File: src/rtl/router_pkg.sv
// Shared router definitions: output-port encoding, route-controller states,
// the XY-routing rule and the port-to-one-hot request helper.
package router_pkg;

    localparam logic [2:0] PORT_LOCAL = 3'd0;
    localparam logic [2:0] PORT_NORTH = 3'd1;
    localparam logic [2:0] PORT_EAST  = 3'd2;
    localparam logic [2:0] PORT_SOUTH = 3'd3;
    localparam logic [2:0] PORT_WEST  = 3'd4;

    // Coordinates are zero-extended to this width before comparison
    localparam int COORD_W = 16;

    typedef enum logic [2:0] {
        ST_IDLE  = 3'd0,
        ST_ROUTE = 3'd1,
        ST_REQ   = 3'd2,
        ST_XFER  = 3'd3,
        ST_DONE  = 3'd4
    } route_state_e;

    // X is resolved before Y; all comparisons are unsigned
    function automatic logic [2:0] xy_route(input logic [COORD_W-1:0] src_x,
                                            input logic [COORD_W-1:0] dst_x,
                                            input logic [COORD_W-1:0] src_y,
                                            input logic [COORD_W-1:0] dst_y);
        logic [2:0] port;
        if (dst_x > src_x) begin
            port = PORT_EAST;
        end else if (dst_x < src_x) begin
            port = PORT_WEST;
        end else if (dst_y > src_y) begin
            port = PORT_SOUTH;
        end else if (dst_y < src_y) begin
            port = PORT_NORTH;
        end else begin
            port = PORT_LOCAL;
        end
        return port;
    endfunction

    function automatic logic [4:0] port_onehot(input logic [2:0] port);
        logic [4:0] vec;
        case (port)
            PORT_LOCAL: vec = 5'b00001;
            PORT_NORTH: vec = 5'b00010;
            PORT_EAST:  vec = 5'b00100;
            PORT_SOUTH: vec = 5'b01000;
            PORT_WEST:  vec = 5'b10000;
            default:    vec = 5'b00000;
        endcase
        return vec;
    endfunction

endpackage

File: src/rtl/xy_route_calc.sv
// Combinational XY route: splits source/destination addresses into column (X)
// and row (Y) coordinates and returns the encoded output port.
module xy_route_calc
    import router_pkg::*;
#(
    parameter int ADDR_W   = 10,
    parameter int COL_BITS = 2
) (
    input  logic [ADDR_W-1:0] src_addr,
    input  logic [ADDR_W-1:0] dst_addr,
    output logic [2:0]        port
);

    logic [COORD_W-1:0] src_x_s;
    logic [COORD_W-1:0] dst_x_s;
    logic [COORD_W-1:0] src_y_s;
    logic [COORD_W-1:0] dst_y_s;

    // Coordinate extraction and route decision
    always_comb begin
        src_x_s = COORD_W'(src_addr[COL_BITS-1:0]);
        dst_x_s = COORD_W'(dst_addr[COL_BITS-1:0]);
        src_y_s = COORD_W'(src_addr[ADDR_W-1:COL_BITS]);
        dst_y_s = COORD_W'(dst_addr[ADDR_W-1:COL_BITS]);
        port    = xy_route(src_x_s, dst_x_s, src_y_s, dst_y_s);
    end

endmodule

File: src/rtl/input0_arbiter_wrapper.sv
// Input-port-0 route/arbitration controller: route setup, output-arbiter request,
// fixed-length connection hold. Optional REQ timeout via INPUT0_ARB_TIMEOUT_EN.
module input0_arbiter_wrapper
    import router_pkg::*;
#(
    parameter int ADDR_W   = 10,
    parameter int COL_BITS = 2,
    parameter int PKT_LEN  = 8,
    parameter int TIMEOUT  = 64
) (
    input  logic              clk,
    input  logic              rst,
    input  logic              router_start_req,
    input  logic [ADDR_W-1:0] router_scr_addr,
    input  logic [ADDR_W-1:0] router_dst_addr,
    input  logic [4:0]        out_gnt,
    output logic [4:0]        out_req,
    output logic              conn_valid,
    output logic [2:0]        conn_port,
    output logic              busy,
    output logic              route_done,
    output logic              route_err
);

    localparam int PKT_CNT_W = 8;

    route_state_e         state_r;
    route_state_e         state_nxt_s;
    logic                 start_q_r;
    logic                 start_edge_s;
    logic [ADDR_W-1:0]    src_addr_r;
    logic [ADDR_W-1:0]    dst_addr_r;
    logic [2:0]           route_port_s;
    logic [2:0]           port_nxt_s;
    logic [2:0]           conn_port_r;
    logic [PKT_CNT_W-1:0] xfer_cnt_r;
    logic                 gnt_hit_s;
    logic                 pkt_last_s;
    logic                 req_expired_s;
    logic                 timeout_s;
    logic [4:0]           out_req_r;
    logic                 conn_valid_r;
    logic                 busy_r;
    logic                 route_done_r;
    logic                 route_err_r;

    xy_route_calc #(
        .ADDR_W   (ADDR_W),
        .COL_BITS (COL_BITS)
    ) u_xy_route (
        .src_addr (src_addr_r),
        .dst_addr (dst_addr_r),
        .port     (route_port_s)
    );

    assign start_edge_s = router_start_req & ~start_q_r;
    // Only the grant bit of the chosen port matters
    assign gnt_hit_s    = |(out_gnt & port_onehot(conn_port_r));
    assign pkt_last_s   = (xfer_cnt_r == PKT_CNT_W'(PKT_LEN - 1));

`ifdef INPUT0_ARB_TIMEOUT_EN
    localparam int TO_CNT_W = (TIMEOUT > 1) ? $clog2(TIMEOUT) : 1;

    logic [TO_CNT_W-1:0] req_cnt_r;

    assign req_expired_s = (req_cnt_r == TO_CNT_W'(TIMEOUT - 1));

    // Counts cycles spent waiting for a grant; cleared outside REQ
    always_ff @(posedge clk) begin
        if (rst) begin
            req_cnt_r <= {TO_CNT_W{1'b0}};
        end else if (state_r == ST_REQ) begin
            req_cnt_r <= req_cnt_r + TO_CNT_W'(1);
        end else begin
            req_cnt_r <= {TO_CNT_W{1'b0}};
        end
    end
`else
    logic [31:0] unused_timeout_s;

    assign unused_timeout_s = 32'(TIMEOUT);
    assign req_expired_s    = 1'b0;
`endif

    // Next-state decision
    always_comb begin
        state_nxt_s = state_r;
        timeout_s   = 1'b0;
        case (state_r)
            ST_IDLE: begin
                if (start_edge_s) begin
                    state_nxt_s = ST_ROUTE;
                end else begin
                    state_nxt_s = ST_IDLE;
                end
            end
            ST_ROUTE: state_nxt_s = ST_REQ;
            ST_REQ: begin
                if (gnt_hit_s) begin
                    state_nxt_s = ST_XFER;
                end else if (req_expired_s) begin
                    state_nxt_s = ST_IDLE;
                    timeout_s   = 1'b1;
                end else begin
                    state_nxt_s = ST_REQ;
                end
            end
            ST_XFER: begin
                if (pkt_last_s) begin
                    state_nxt_s = ST_DONE;
                end else begin
                    state_nxt_s = ST_XFER;
                end
            end
            ST_DONE: state_nxt_s = ST_IDLE;
            default: state_nxt_s = ST_IDLE;
        endcase
    end

    // Chosen port is captured on leaving ROUTE and held until the next route
    always_comb begin
        port_nxt_s = conn_port_r;
        if (state_r == ST_ROUTE) begin
            port_nxt_s = route_port_s;
        end else begin
            port_nxt_s = conn_port_r;
        end
    end

    // State, request capture and outputs registered from the next state
    always_ff @(posedge clk) begin
        if (rst) begin
            state_r      <= ST_IDLE;
            start_q_r    <= 1'b0;
            src_addr_r   <= {ADDR_W{1'b0}};
            dst_addr_r   <= {ADDR_W{1'b0}};
            conn_port_r  <= PORT_LOCAL;
            out_req_r    <= 5'b00000;
            conn_valid_r <= 1'b0;
            busy_r       <= 1'b0;
            route_done_r <= 1'b0;
            route_err_r  <= 1'b0;
        end else begin
            state_r   <= state_nxt_s;
            start_q_r <= router_start_req;
            if ((state_r == ST_IDLE) && start_edge_s) begin
                src_addr_r <= router_scr_addr;
                dst_addr_r <= router_dst_addr;
            end
            conn_port_r <= port_nxt_s;
            if ((state_nxt_s == ST_REQ) || (state_nxt_s == ST_XFER)) begin
                out_req_r <= port_onehot(port_nxt_s);
            end else begin
                out_req_r <= 5'b00000;
            end
            conn_valid_r <= (state_nxt_s == ST_XFER);
            busy_r       <= (state_nxt_s != ST_IDLE);
            route_done_r <= (state_nxt_s == ST_DONE);
            route_err_r  <= timeout_s;
        end
    end

    // Connection hold counter, zero on XFER entry
    always_ff @(posedge clk) begin
        if (rst) begin
            xfer_cnt_r <= {PKT_CNT_W{1'b0}};
        end else if (state_r == ST_XFER) begin
            xfer_cnt_r <= xfer_cnt_r + PKT_CNT_W'(1);
        end else begin
            xfer_cnt_r <= {PKT_CNT_W{1'b0}};
        end
    end

    assign out_req    = out_req_r;
    assign conn_valid = conn_valid_r;
    assign conn_port  = conn_port_r;
    assign busy       = busy_r;
    assign route_done = route_done_r;
    assign route_err  = route_err_r;

endmodule

File: config.mk
export PLATFORM = sky130hd
export DESIGN_NAME = input0_arbiter_wrapper
export DESIGN_NICKNAME = d
export VERILOG_FILES = /design/src/rtl/router_pkg.sv /design/src/rtl/xy_route_calc.sv /design/src/rtl/input0_arbiter_wrapper.sv
export SDC_FILE = /design/constraint.sdc
export NUM_CORES = 1
export LEC_CHECK = 0
export CAP_MARGIN = 0
export CORE_UTILIZATION = 45
export DETAILED_ROUTE_END_ITERATION = 16
export DONT_BUFFER_PORTS = 1
export PLACE_DENSITY = 0.6
export SLEW_MARGIN = 20
export SYNTH_ARGS = -nofsm -noshare
export SYNTH_HDL_FRONTEND = slang
export SYNTH_SLANG_ARGS = --single-unit
File: constraint.sdc
create_clock -name clk -period 5.15 [get_ports clk]
set_input_delay 0 -clock clk [delete_from_list [all_inputs] [get_ports clk]]
set_output_delay 0 -clock clk [all_outputs]
set_load 0.005 [all_outputs]
; ---- Yosys cells after proc, flatten, opt, wreduce, memory -nomap -nowiden
; Cells that the tools add are included.
[totals]
ff_bits = 43
inputBits = 28
output_inout_bits = 12
word_cells = 55
[op_classes]
n_addsub = 1
n_lt_le_gt_ge = 4
eq_ne = 15
muxes = 11
bitwise = 5
n_reduce_logical = 9
[ops]
columns = operator, count
row1 = 5-bit case mux with 5 select lines, 2
row2 = 3-bit by 2-bit equality test with 1-bit output (second input constant), 8
row3 = 3-bit two-way mux, 5
row4 = 3-bit case mux with 4 select lines, 1
row5 = 3-bit by 1-bit equality test with 1-bit output (second input constant), 3
row6 = 3-bit equality test (second input constant), 3
row7 = 3-bit logical NOT, 3
row8 = 8-bit by 1-bit adder with 8-bit output (second input constant), 1
row9 = 8-bit by 3-bit equality test with 1-bit output (second input constant), 1
row10 = 8-bit greater-than comparator, 1
row11 = 8-bit less-than comparator, 1
row12 = 5-bit bitwise AND, 1
row13 = 5-bit OR reduction, 1
row14 = 2-bit OR reduction, 2
row15 = 1-bit two-way mux, 3
row16 = 1-bit inverter, 3
row17 = 3-bit nonzero test, 1
row18 = 2-bit greater-than comparator, 1
row19 = 2-bit less-than comparator, 1
row20 = 1-bit bitwise AND, 1
row21 = 1-bit logical AND, 1
row22 = 1-bit logical OR, 1

; ---- Depth between registers and ports, before layout
; Gate-level depths: netlist of run 1.
[logic_depth]
ltp_word = 10
ltp_mapped = 7
depth_no_buf = 7

; ---- By module
; From an unflattened synthesis of run 1, not the netlist that was laid out.
[hier_totals]
hier_cells = 217
hier_area_um2 = 1861.8
[modules_own_cells]
columns = mod, instances, cells_per_inst, area_each_um2, seq_area_each_um2
row1 = input0_arbiter_wrapper, 1, 177, 1571.5, 860.8
row2 = xy_route_calc, 1, 40, 290.3, 0.0

; ---- Least setup slack after synthesis of run 1
; OpenSTA, ideal clock, no wires.
[synth_timing]
kind = register to register
startpoint = register xfer_cnt_r[4]
endpoint = register state_r[0]
setup_time_ps = 128
arrival_time_ps = 1722
required_ps = 5022
slack_ps = 3300
path_stages_with_launch = 6
path_buffers = 0
synth_period_minus_slack_ps = 1850
cell_sequence = dfxtp_1 > or4_4 > or3_4 > a221o_1 > a21oi_2 > nor2_1
[synth_via]
elab_chain_cells = 3
[synth_rtl]
columns = item, line
row1 = from (decl), input0_arbiter_wrapper.sv:36  ; logic [PKT_CNT_W-1:0] xfer_cnt_r;
row2 = from (signal assigned), input0_arbiter_wrapper.sv:166  ; xfer_cnt_r <= {PKT_CNT_W{1'b0}};
row3 = from (signal assigned), input0_arbiter_wrapper.sv:168  ; xfer_cnt_r <= xfer_cnt_r + PKT_CNT_W'(1);
row4 = from (signal assigned), input0_arbiter_wrapper.sv:170  ; xfer_cnt_r <= {PKT_CNT_W{1'b0}};
row5 = 8-bit by 3-bit equality test with 1-bit output, input0_arbiter_wrapper.sv:59  ; assign pkt_last_s = (xfer_cnt_r == PKT_CNT_W'(PKT_LEN - 1));
row6 = 3-bit two-way mux, input0_arbiter_wrapper.sv:109  ; if (pkt_last_s) begin
row7 = 3-bit case mux with 4 select lines, input0_arbiter_wrapper.sv:89  ; case (state_r)
row8 = to (signal assigned), input0_arbiter_wrapper.sv:144  ; state_r <= state_nxt_s;
row9 = to (decl), input0_arbiter_wrapper.sv:27  ; route_state_e state_r;
; No other way between the ends.
; A chain may end at the register's enable or synchronous reset.

; ---- Worst setup path in the final report of run 1
[layout_timing]
startpoint = register state_r[0]
endpoint = register dst_addr_r[0]
[layout_via]
elab_chain_cells = 2
[layout_rtl]
columns = item, line
row1 = 3-bit logical NOT, input0_arbiter_wrapper.sv:146  ; if ((state_r == ST_IDLE) && start_edge_s) begin
row2 = 1-bit logical AND, input0_arbiter_wrapper.sv:146
row3 = to (signal assigned), input0_arbiter_wrapper.sv:136  ; dst_addr_r <= {ADDR_W{1'b0}};
row4 = to (signal assigned), input0_arbiter_wrapper.sv:148  ; dst_addr_r <= router_dst_addr;
row5 = to (decl), input0_arbiter_wrapper.sv:32  ; logic [ADDR_W-1:0] dst_addr_r;
; No other way between the ends.

==> results.md, run 1 <==
- Average footprint of a synthesized cell: 8.49 µm²
- Share of final-layout standard cells stronger than drive strength 1: around 6.4%
- DR vias: 1,447
- Transition time of the tightest slew-check pin: 0.991 ns
- Post-synth cell types: 40
- Post-detailed-route wirelength per cell: about 13 µm
- Worst-path fanout max: 21
- Final sum of negative setup slack: 0 ns
- Psw: 179 µW
- First-pass GRT wire length: roughly 6 mm
- Synthesis-to-finish area growth: 17.7%
- FFs w/ async S/R, synth: 0%
- I/O Buffers: 0
- Remaining routing DRC violations: 0
- Kind of critical path: reg2reg
- Leading cell type in the layout, fill and taps excluded: nand2_1
- Logic gate share of total power: 15.9%
- Peak clock frequency supported by timing: between 400 and 500 MHz
- Final setup vio count: 0
- Antenna violations before repair: 0
- Cell row count: 22
- Leakage power summed over all cells: 0.819 nW
- Worst Skew: 0.00664 ns
- Sequential share of power: 53.3%
- Number of nets with antenna violations after detailed routing: 0
- Clk sinks: 43
- Io pins: 40
- Biggest area consumer among synthesized cells: dfxtp_1
- Fill cells: between 300 and 400
- WP data required: around 5.4 ns
- Setup slack after layout: 2.87 ns
- Part of the Yosys area used for sequential elements: between 40% and 50%
- Mux cell area share after synthesis: 1.22%
- Net Count, Synth: 256
- Number of global-route vias before repair: 1,375
- Setup bufs post-CTS: 0
- Root Driver: clkbuf_8
- Global router's overall resource usage: around a fifth
- Final clock period utilization by the worst path: between 40 and 50%
- Leading post-synthesis cells by cell area: dfxtp_1 (47%), nand2_1 (9.6%), ha_1 (7.5%)
- Worst-case setup slack after placement: a little over 3 ns
- Total internal power: around 500 µW
- Post-route core utilization: 57.1%
- Maximum number of pins on one net before global-route repair: 28
- Time the final worst path needs with I/O delays and setup: 2.28 ns
- Simple-Gate Fraction of Synth Area: 24.3%
- Crit path launch type: flop
- Power density normalized to cell area: 315 nW/µm²
- Fraction of power spent switching nets: 26.1%
- Synth warnings: 0
- Antenna cell count: 0
- RSZ-0062 raised after global routing: no
- Clk buf depth: 2
- Clock-pin slew reported for the worst setup and hold paths after clock tree synthesis: 0.08 ns
- Nets@finish: between 200 and 300
- Num CTS Buffers: 5
- Flop and latch count out of synthesis: 43
- First DRT Iteration DRCs: 62
- Final hold vios: 0
- Peak ir drop on the vdd network: 0.000164 V
- Post-cts resize count: 0
- Outcome: complete, no violations
- Power share of the clock group: about 31%
- Main combinational cell family by area after synthesis: simple AND/OR/NAND/NOR gates
- CTS H-Tree Depth: 2
- Sequential standard cell area: 861 µm²
- Total length of routed wires: ~3.6 mm
- Synth top area share: 46.7%
- Synth Area in Adders: 7.47%
- Via/cell ratio: 5.10
- Count of TritonRoute iterations in the first routing pass: 4
- Critical Path AT: 2.51 ns
- Post-synthesis instance area: 1840 µm²
- Slowest cell delay on critical path: 0.66 ns
- Total overflow reported by the global router: 0
- Post-synth EDFFs: 0
- Endpoint class of the critical path: flop
- Max Slew Vio Count: 0
- Number of maximum-capacitance constraint violations: 0
- Xor-xnor portion of the synthesized cell area: 2.85%
- Leading cell types in the layout, fill and taps excluded: nand2_1 (47), dfxtp_1 (43), a21oi_1 (25)
- Post-synthesis instance total: ~220
- Area used by multi-input combinational logic: 891 µm²
- Cell Chain, Critical Path: nor4_1 -> and2_1 -> nand2_1 -> a21oi_1 -> dlygate4sd3_1
- Clock tree from TritonCTS: yes
- Die area: between 4000 and 5000 µm²
- Last weighted congestion value of the routability-driven placer: 0.802
- Compound-Gate Fraction of Synth Area: 12.3%
- Main flop type after synthesis: dfxtp_1
- Clock latency of the later-clocked register in the worst-skew pair: 0.29 ns
- Horiz. Die Dim: ~66 µm
- Class of the tightest hold or removal check: in2reg
- Placeable Area: 3800 µm²
- Height of the die: 66.0 µm
- Overall power after layout: 684 µW
- Worst slew margin relative to its limit: 33.7%
- Initial core utilization: 48.5%
- Final HPWL from detailed placement: 2.50 mm
- Critical-path top delay cell: and2_1
what timing repair did:
action | CTS | global route
setup endpoints to repair | 0 | 0
hold buffers | 22 | 0
endpoints found under the hold margin | 30 | 0
power groups by stage:
stage / Clock (mW) / Combinational (mW) / Sequential (mW)
after CTS: 0.218 / 0.108 / 0.364
after global routing: 0.230 / 0.124 / 0.367
final: 0.211 / 0.108 / 0.364
after detailed placement: 0 / 0.0915 / 0.372
after global placement: 0 / 0.0881 / 0.371
after floorplan: 0 / 0.0807 / 0.367
sequential cells by signal, summed over array words and instances (netlist names):
name / flops
out_req: 5
state_r: 3
busy: 1
conn_port: 3
route_done: 1
dst_addr_r: 10
start_q_r: 1
conn_valid: 1
xfer_cnt_r: 8
src_addr_r: 10
cell families after synthesis:
logic type | count (synthesis)
AND/OR/NAND/NOR | 94
multiplexers | 1
adder cells (fa/ha/maj) | 11
flip-flops | 43
other | 1
XOR/XNOR | 6
AO/OA/AOI/OAI | 38
buffers and inverters | 23
worst paths after layout:
kind                                  from                          to  slack [ns]  cells past startpoint
setup reg to reg     state_r[0]$_SDFF_PP0_  dst_addr_r[0]$_SDFFE_PP0P_        2.87                      5
setup / recovery     state_r[0]$_SDFF_PP0_  dst_addr_r[0]$_SDFFE_PP0P_        2.87                      5
hold reg to reg   xfer_cnt_r[0]$_SDFF_PP0_    xfer_cnt_r[0]$_SDFF_PP0_        0.45                      1
hold / removal                         rst    xfer_cnt_r[1]$_SDFF_PP0_        0.14                      2
worst max-delay path, delay by kind of cell, from the launching register on:
kind                   cells  cell delay, ns
AO/OA/AOI/OAI              1            0.14
buffers and inverters      1            0.57
AND/OR/NAND/NOR            3            1.13
flip-flops                 1            0.39
synthesized netlist by cell type (all sizes together), types with 2 or more instances:
cell type / number
nand2: 47
nor2: 15
nand4: 2
xnor2: 2
xor2: 4
and3: 3
nand3: 4
o21bai: 2
and2: 3
clkbuf: 8
o21ai: 2
nor3: 4
inv: 13
ha: 11
buf: 2
a211oi: 2
nor4: 2
a21oi: 26
dfxtp: 43
nor2b: 6
routing by layer:
metal,GRT usage [%],part of all wire [%]
met3,4.66,4.7
met4,9.04,0.80
met5,0,0
met1,24.5,50
met2,28.7,45
layout make-up:
class                   instances  area share, %
well taps                      48           2.77
repair buffers                 22           10.2
clock inverters                 1          0.231
clock buffers                   6           3.81
multi-input cells             151           41.1
flip-flops and latches         43           39.7
inverters                      13           2.25
stage by stage:
step,hold WS (ns),instance area [µm²],std cells
3_3_place_gp,0.0709,1860,255
2_1_floorplan,0.128,1840,217
3_5_place_dp,0.0737,1860,255
6_report,0.136,2170,284
5_1_grt,0.170,2170,284
4_1_cts,0.107,2170,284
No activity file was read; power rests on OpenSTA's default activity.
==> run 2, diff against run 1 <==
--- a/config.mk
+++ b/config.mk
@@ -9,7 +9,7 @@
 export CORE_UTILIZATION = 45
 export DETAILED_ROUTE_END_ITERATION = 16
 export DONT_BUFFER_PORTS = 1
-export PLACE_DENSITY = 0.6
+export PLACE_DENSITY = 0.62
 export SLEW_MARGIN = 20
 export SYNTH_ARGS = -nofsm -noshare
 export SYNTH_HDL_FRONTEND = slang
==> constraint.sdc (replaced) <==
create_clock -name clk -period 1.9 [get_ports clk]
set_input_delay 0 -clock clk [delete_from_list [all_inputs] [get_ports clk]]
set_output_delay 0 -clock clk [all_outputs]
set_load 0.005 [all_outputs]
==> results.md, run 2 (synthesized netlist as in run 1, its figures left out) <==
- Outcome: finished with violations
- Violated checks: negative hold slack
- Num CTS Buffers: 5
- Share of final-layout standard cells stronger than drive strength 1: 15.7%
- First DRT Iteration DRCs: 44
- CTS H-Tree Depth: 2
- Antenna cell count: 0
- Total of hold buffers inserted after clock tree synthesis: 3
- Final Hold Slack: -0.229 ns
- Final clock period utilization by the worst path: around 97%
- Remaining routing DRC violations: 0
- Maximum number of pins on one net before global-route repair: 29
- Top flop regs: dst_addr_r: 10 flops, src_addr_r: 10 flops, xfer_cnt_r: 8 flops
- Placed Cells incl. Taps: 260
- Height of the die: approximately 66 µm
- Time the final worst path needs with I/O delays and setup: ~1.8 ns
- Antenna violations before repair: 0
- Worst-case setup slack after placement: approximately 0.0023 ns
- Cell row count: 22
- Final setup vio count: 0
- Initial core utilization: 48.5%
- Clock latency of the later-clocked register in the worst-skew pair: between 0.2 and 0.3 ns
- Clk buf depth: 2
- Power density normalized to cell area: 928 nW/µm²
- Final HPWL from detailed placement: 2.50 mm
- WP data required: 2.09 ns
- Nets@finish: between 200 and 300
- Post-detailed-route wirelength per cell: 13.4 µm
- Die area: 4360 µm²
- Total overflow reported by the global router: 0
- Max Slew Vio Count: 0
- Peak ir drop on the vdd network: 0.000475 V
- Horiz. Die Dim: about 66 µm
- I/O Buffers: 0
- Clock-pin slew reported for the worst setup and hold paths after clock tree synthesis: 0.08 ns
- Number of nets with antenna violations after detailed routing: 0
- Leading cell types in the layout, fill and taps excluded: nand2_1 (47), dfxtp_1 (38), a21oi_1 (24)
- Leading cell type in the layout, fill and taps excluded: nand2_1
- Setup slack after layout: 0.0629 ns
- Transition time of the tightest slew-check pin: 0.570 ns
- Crit path launch type: flop
- Final hold vios: 27
- Critical path launch point: xfer_cnt_r[4]$_SDFF_PP0_
- Placeable Area: between 3000 and 4000 µm²
- Endpoint class of the critical path: flop
- Last weighted congestion value of the routability-driven placer: 0.805
- Critical Path AT: 2.02 ns
- Worst Skew: between 0.005 and 0.006 ns
- DR vias: 1,428
- Root Driver: clkbuf_8
- Origin of the critical flop-to-flop path: xfer_cnt_r[4]$_SDFF_PP0_
- Count of TritonRoute iterations in the first routing pass: 4
- RSZ-0062 raised after global routing: yes
- Clock tree from TritonCTS: yes
- Post-route core utilization: 55.9%
- Fill cells: ~360
- Kind of critical path: reg2reg
- Via/cell ratio: 5.27
- Hold Path Origin: rst
- Io pins: 40
- Sequential standard cell area: 867 µm²
- Synthesis-to-finish area growth: 15.3%
- Worst-path fanout max: 3
- Number of maximum-capacitance constraint violations: 0
- Worst slew margin relative to its limit: 61.7%
- Class of the tightest hold or removal check: in2reg
- Clk sinks: 43
- Non-filler instance count after layout: 271
- Number of global-route vias before repair: 1,402
- Area used by multi-input combinational logic: 955 µm²
- Leakage power summed over all cells: 0.791 nW
- Total length of routed wires: ~3.6 mm
- Global router's overall resource usage: 17.9%
- First-pass GRT wire length: 5.91 mm
- Peak clock frequency supported by timing: between 500 and 600 MHz
## run 2: timing repair
| action | in CTS | in global routing |
|---|---|---|
| endpoints found under the setup margin | 1 | 9 |
| setup buffers | 0 | 1 |
| resized for setup | 0 | 15 |
| endpoints found under the hold margin | 30 | 27 |
| pin swaps | 3 | 10 |
## run 2: per-layer routing
| layer | track usage (%) | routed length (µm) | vias up |
|---|---|---|---|
| li1 | - | - | 732 |
| met1 | 21.3 | 1690 | 649 |
| met2 | 29.1 | 1660 | 42 |
| met3 | 6.21 | 229 | 5 |
| met4 | 7.45 | 46 | 0 |
| met5 | 0 | 0 | - |
## run 2: power breakdown
| group | internal (mW) | switching [mW] |
|---|---|---|
| clock | 0.384 | 0.287 |
| sequential | 0.951 | 0.0352 |
| combinational | 0.149 | 0.164 |
## run 2: cell type report
class	count	area share [%]
multi-input combinational	151	44.9
sequential	43	40.8
timing repair buffer	9	4.12
clock buffer	5	3.24
tap	48	2.83
inverter	13	2.30
clock inverter	2	1.77
## run 2: final timing paths
kind	to	slack, ns	cells after the start
hold reg to reg	xfer_cnt_r[0]$_SDFF_PP0_	0.44	1
setup reg to reg	conn_valid$_SDFF_PP0_	0.06	5
hold / removal	dst_addr_r[0]$_SDFFE_PP0P_	-0.23	1
setup / recovery	conn_valid$_SDFF_PP0_	0.06	5
## run 2: per-stage QoR
stage	area, µm²	TNS [ns]	power, mW	hold slack, ns
6_report	2120	0	1.97	-0.229
5_1_grt	2120	-0.0463	2.09	-0.256
4_1_cts	2050	0	1.96	-0.243
3_5_place_dp	1910	0	1.27	0.0745
3_3_place_gp	1910	0	1.27	0.0720
2_1_floorplan	1840	0	1.21	0.128
## run 2: worst max-delay path, cell delays in order (launching register included)
cell and delay (ns):
dfxtp_1 0.32, or4_4 0.53, or3_4 0.35, a221o_1 0.34, a21oi_2 0.14, nor2b_1 0.06
==> run 3, diff against run 2 <==
--- a/config.mk
+++ b/config.mk
@@ -5,6 +5,7 @@
 export SDC_FILE = /design/constraint.sdc
 export NUM_CORES = 1
 export LEC_CHECK = 0
+export ABC_AREA = 1
 export CAP_MARGIN = 0
 export CORE_UTILIZATION = 45
 export DETAILED_ROUTE_END_ITERATION = 16
==> results.md, run 3 <==
- Fill cells: 375
- Top flop regs: dst_addr_r: 10 flops, src_addr_r: 10 flops, xfer_cnt_r: 8 flops
- Class of the tightest hold or removal check: in2reg
- Via/cell ratio: ~4.8
- Peak clock frequency supported by timing: 570 MHz
- Clock-pin slew reported for the worst setup and hold paths after clock tree synthesis: 0.08 ns
- Power density normalized to cell area: 941 nW/µm²
- Instance count on the critical path: 6
- Max Slew Vio Count: 0
- Share of final-layout standard cells stronger than drive strength 1: 7.75%
- Placed Cells incl. Taps: between 200 and 300
- Area after DPL: 1910 µm²
- Final setup vio count: 0
- Post-synth cell types: 29
- Average footprint of a synthesized cell: roughly 7.6 µm²
- Reg-to-Reg End: dst_addr_r[1]$_SDFFE_PP0P_
- Worst Skew: 0.00391 ns
- Category of cells accounting for the largest share of critical-path delay: buffers and inverters
- Slowest cell delay on critical path: slightly below 0.6 ns
- Non-filler instance count after layout: 321
- Register-to-register setup slack: between 0.1 and 0.15 ns
- Io pins: 40
- Worst-case setup slack after placement: 0.343 ns
- First DRT Iteration DRCs: between 70 and 80
- Transition time of the tightest slew-check pin: 0.643 ns
- RSZ-0062 raised after global routing: no
- Most common cell in the netlist: nand2_1
- Final sum of negative setup slack: 0 ns
- Biggest area consumer among synthesized cells: dfxtp_1
- Total of hold buffers inserted after clock tree synthesis: 22
- Number of nets with antenna violations after detailed routing: 0
- Antenna cell count: 0
- Worst slew margin relative to its limit: 57.0%
- Final clock period utilization by the worst path: between 90 and 100%
- Num CTS Buffers: 5
- Synth warnings: 0
- Global router's overall resource usage: a little under a fifth
- Number of buffer and inverter stages on the critical path: 2
- Clk sinks: 43
- List of most frequent post-synthesis cells: nand2_1 (46), dfxtp_1 (43), nor2_1 (36), inv_1 (31), a21oi_1 (29)
- Die area: ~4400 µm²
- Clock tree from TritonCTS: yes
- Final std cell area, no fill: around 2200 µm²
- Last weighted congestion value of the routability-driven placer: approximately 0.74
- DR vias: roughly 1,500
- Height of the die: 66.5 µm
- Leading cell type in the layout, fill and taps excluded: nand2_1
- Critical path launch point: state_r[1]$_SDFF_PP0_
- Placeable Area: 4000 µm²
- Post-synthesis instance total: 247
- Horiz. Die Dim: 66.5 µm
- Time the final worst path needs with I/O delays and setup: 1.75 ns
- Post-cts resize count: 0
- Synthesis-to-finish area growth: 18.2%
- Endpoint class of the critical path: flop
- Synth top area share: a little under half
- Initial core utilization: around 47%
- Clk buf depth: 2
- Critical-path top delay cell: dlygate4sd3_1
- CTS H-Tree Depth: 2
- Maximum number of pins on one net before global-route repair: 31
- Origin of the critical flop-to-flop path: state_r[1]$_SDFF_PP0_
- Final hold vios: 0
- I/O Buffers: 0
- Final Hold Slack: 0.0415 ns
- Number of maximum-capacitance constraint violations: 0
- Net Count, Synth: 286
- FFs w/ async S/R, synth: 0%
- Leading cell types in the layout, fill and taps excluded: nand2_1 (46), dfxtp_1 (43), nor2_1 (36)
- Number of global-route vias before repair: 1,432
- Clock latency of the later-clocked register in the worst-skew pair: roughly 0.28 ns
- Crit path launch type: flop
- Leading post-synthesis cells by cell area: dfxtp_1 (46%), nand2_1 (9.2%), a21oi_1 (7.7%)
- WP data required: between 2 and 2.5 ns
- Logic depth of the worst register-to-register path: 6
- Kind of critical path: reg2reg
- Post-detailed-route wirelength per cell: 10.9 µm
- First-pass GRT wire length: 6.07 mm
- Setup bufs post-CTS: 0
- Flop and latch count out of synthesis: 43
- Nets@finish: 309
- Antenna violations before repair: 0
- Main flop type after synthesis: dfxtp_1
- Cell row count: 23
- Post-synthesis instance area: 1870 µm²
- Part of the Yosys area used for sequential elements: 46.0%
- Remaining routing DRC violations: 0
- Setup slack after layout: 0.147 ns
- Critical Path AT: 1.98 ns
- Final HPWL from detailed placement: 2.48 mm
- Total overflow reported by the global router: 0
- Count of TritonRoute iterations in the first routing pass: 4
- Outcome: complete, no violations
- Worst setup path end: dst_addr_r[1]$_SDFFE_PP0P_
- Worst-path fanout max: 30
- Peak ir drop on the vdd network: 0.000513 V
- Total length of routed wires: ~3.5 mm
- Cell Chain, Critical Path: nor2_1 -> nand3_2 -> buf_4 -> nand2_1 -> a21oi_1 -> dlygate4sd3_1
- Leakage power summed over all cells: 0.958 nW
- Post-synth EDFFs: 0
- Root Driver: clkbuf_8
run 3: logic make-up (layout without fill, tap and decap cells):
kind of cell    after synthesis  count (layout)  share of synthesized area [%]
compound gates               51              51                           14.6
fa+ha+maj                    11              11                           7.35
flops                        43              43                           46.0
buf+inv                      41              65                           8.55
xor+xnor                      1               1                          0.468
simple gates                 99              99                           22.9
other cells                   1               1                          0.200
run 3: cell type report:
class	instances	area [µm²]	share of cell area [%]
Clock buffer	5	68.8	3.11
Clock inverter	3	15.0	0.678
Inverter	34	128	5.76
Multi-Input combinational cell	163	852	38.5
Sequential cell	43	861	38.9
Tap cell	50	62.6	2.82
Timing Repair Buffer	23	228	10.3
run 3: how the worst min path moves through the flow:
stage,from,endpoint,cells past startpoint
3_5_place_dp,rst,dst_addr_r[3]$_SDFFE_PP0P_,1
2_1_floorplan,router_start_req,start_q_r$_SDFF_PP0_,2
5_1_grt,router_start_req,conn_valid$_SDFF_PP0_,4
4_1_cts,out_gnt[3],conn_valid$_SDFF_PP0_,4
3_3_place_gp,rst,dst_addr_r[6]$_SDFFE_PP0P_,1
6_report,out_gnt[3],conn_valid$_SDFF_PP0_,4
run 3: where the power goes:
part	switching (mW)	total, mW	internal [mW]
clock	0.290	0.542	0.251
combinational	0.303	0.497	0.195
sequential	0.0498	1.04	0.994
total	0.643	2.08	1.44
run 3: worst register-to-register path: stages, from the launching register on:
cell and delay [ns]:
dfxtp_1 0.40, nor2_1 0.08, nand3_2 0.08, buf_4 0.28, nand2_1 0.11, a21oi_1 0.17
dlygate4sd3_1 0.58
run 3: stage by stage:
step                      utilization [%]  total power [mW]
final                                55.4              2.08
after global placement               47.8              1.52
after CTS                            55.4              2.12
after floorplan                         -              1.44
after detailed placement             47.8              1.53
after global routing                 55.4              2.24
run 3: routing by layer:
metal / track usage (%) / wire length [µm]
met5: 0 / 0
met3: 4.11 / 149
met2: 32.5 / 1700
met4: 7.18 / 26
met1: 21.4 / 1610
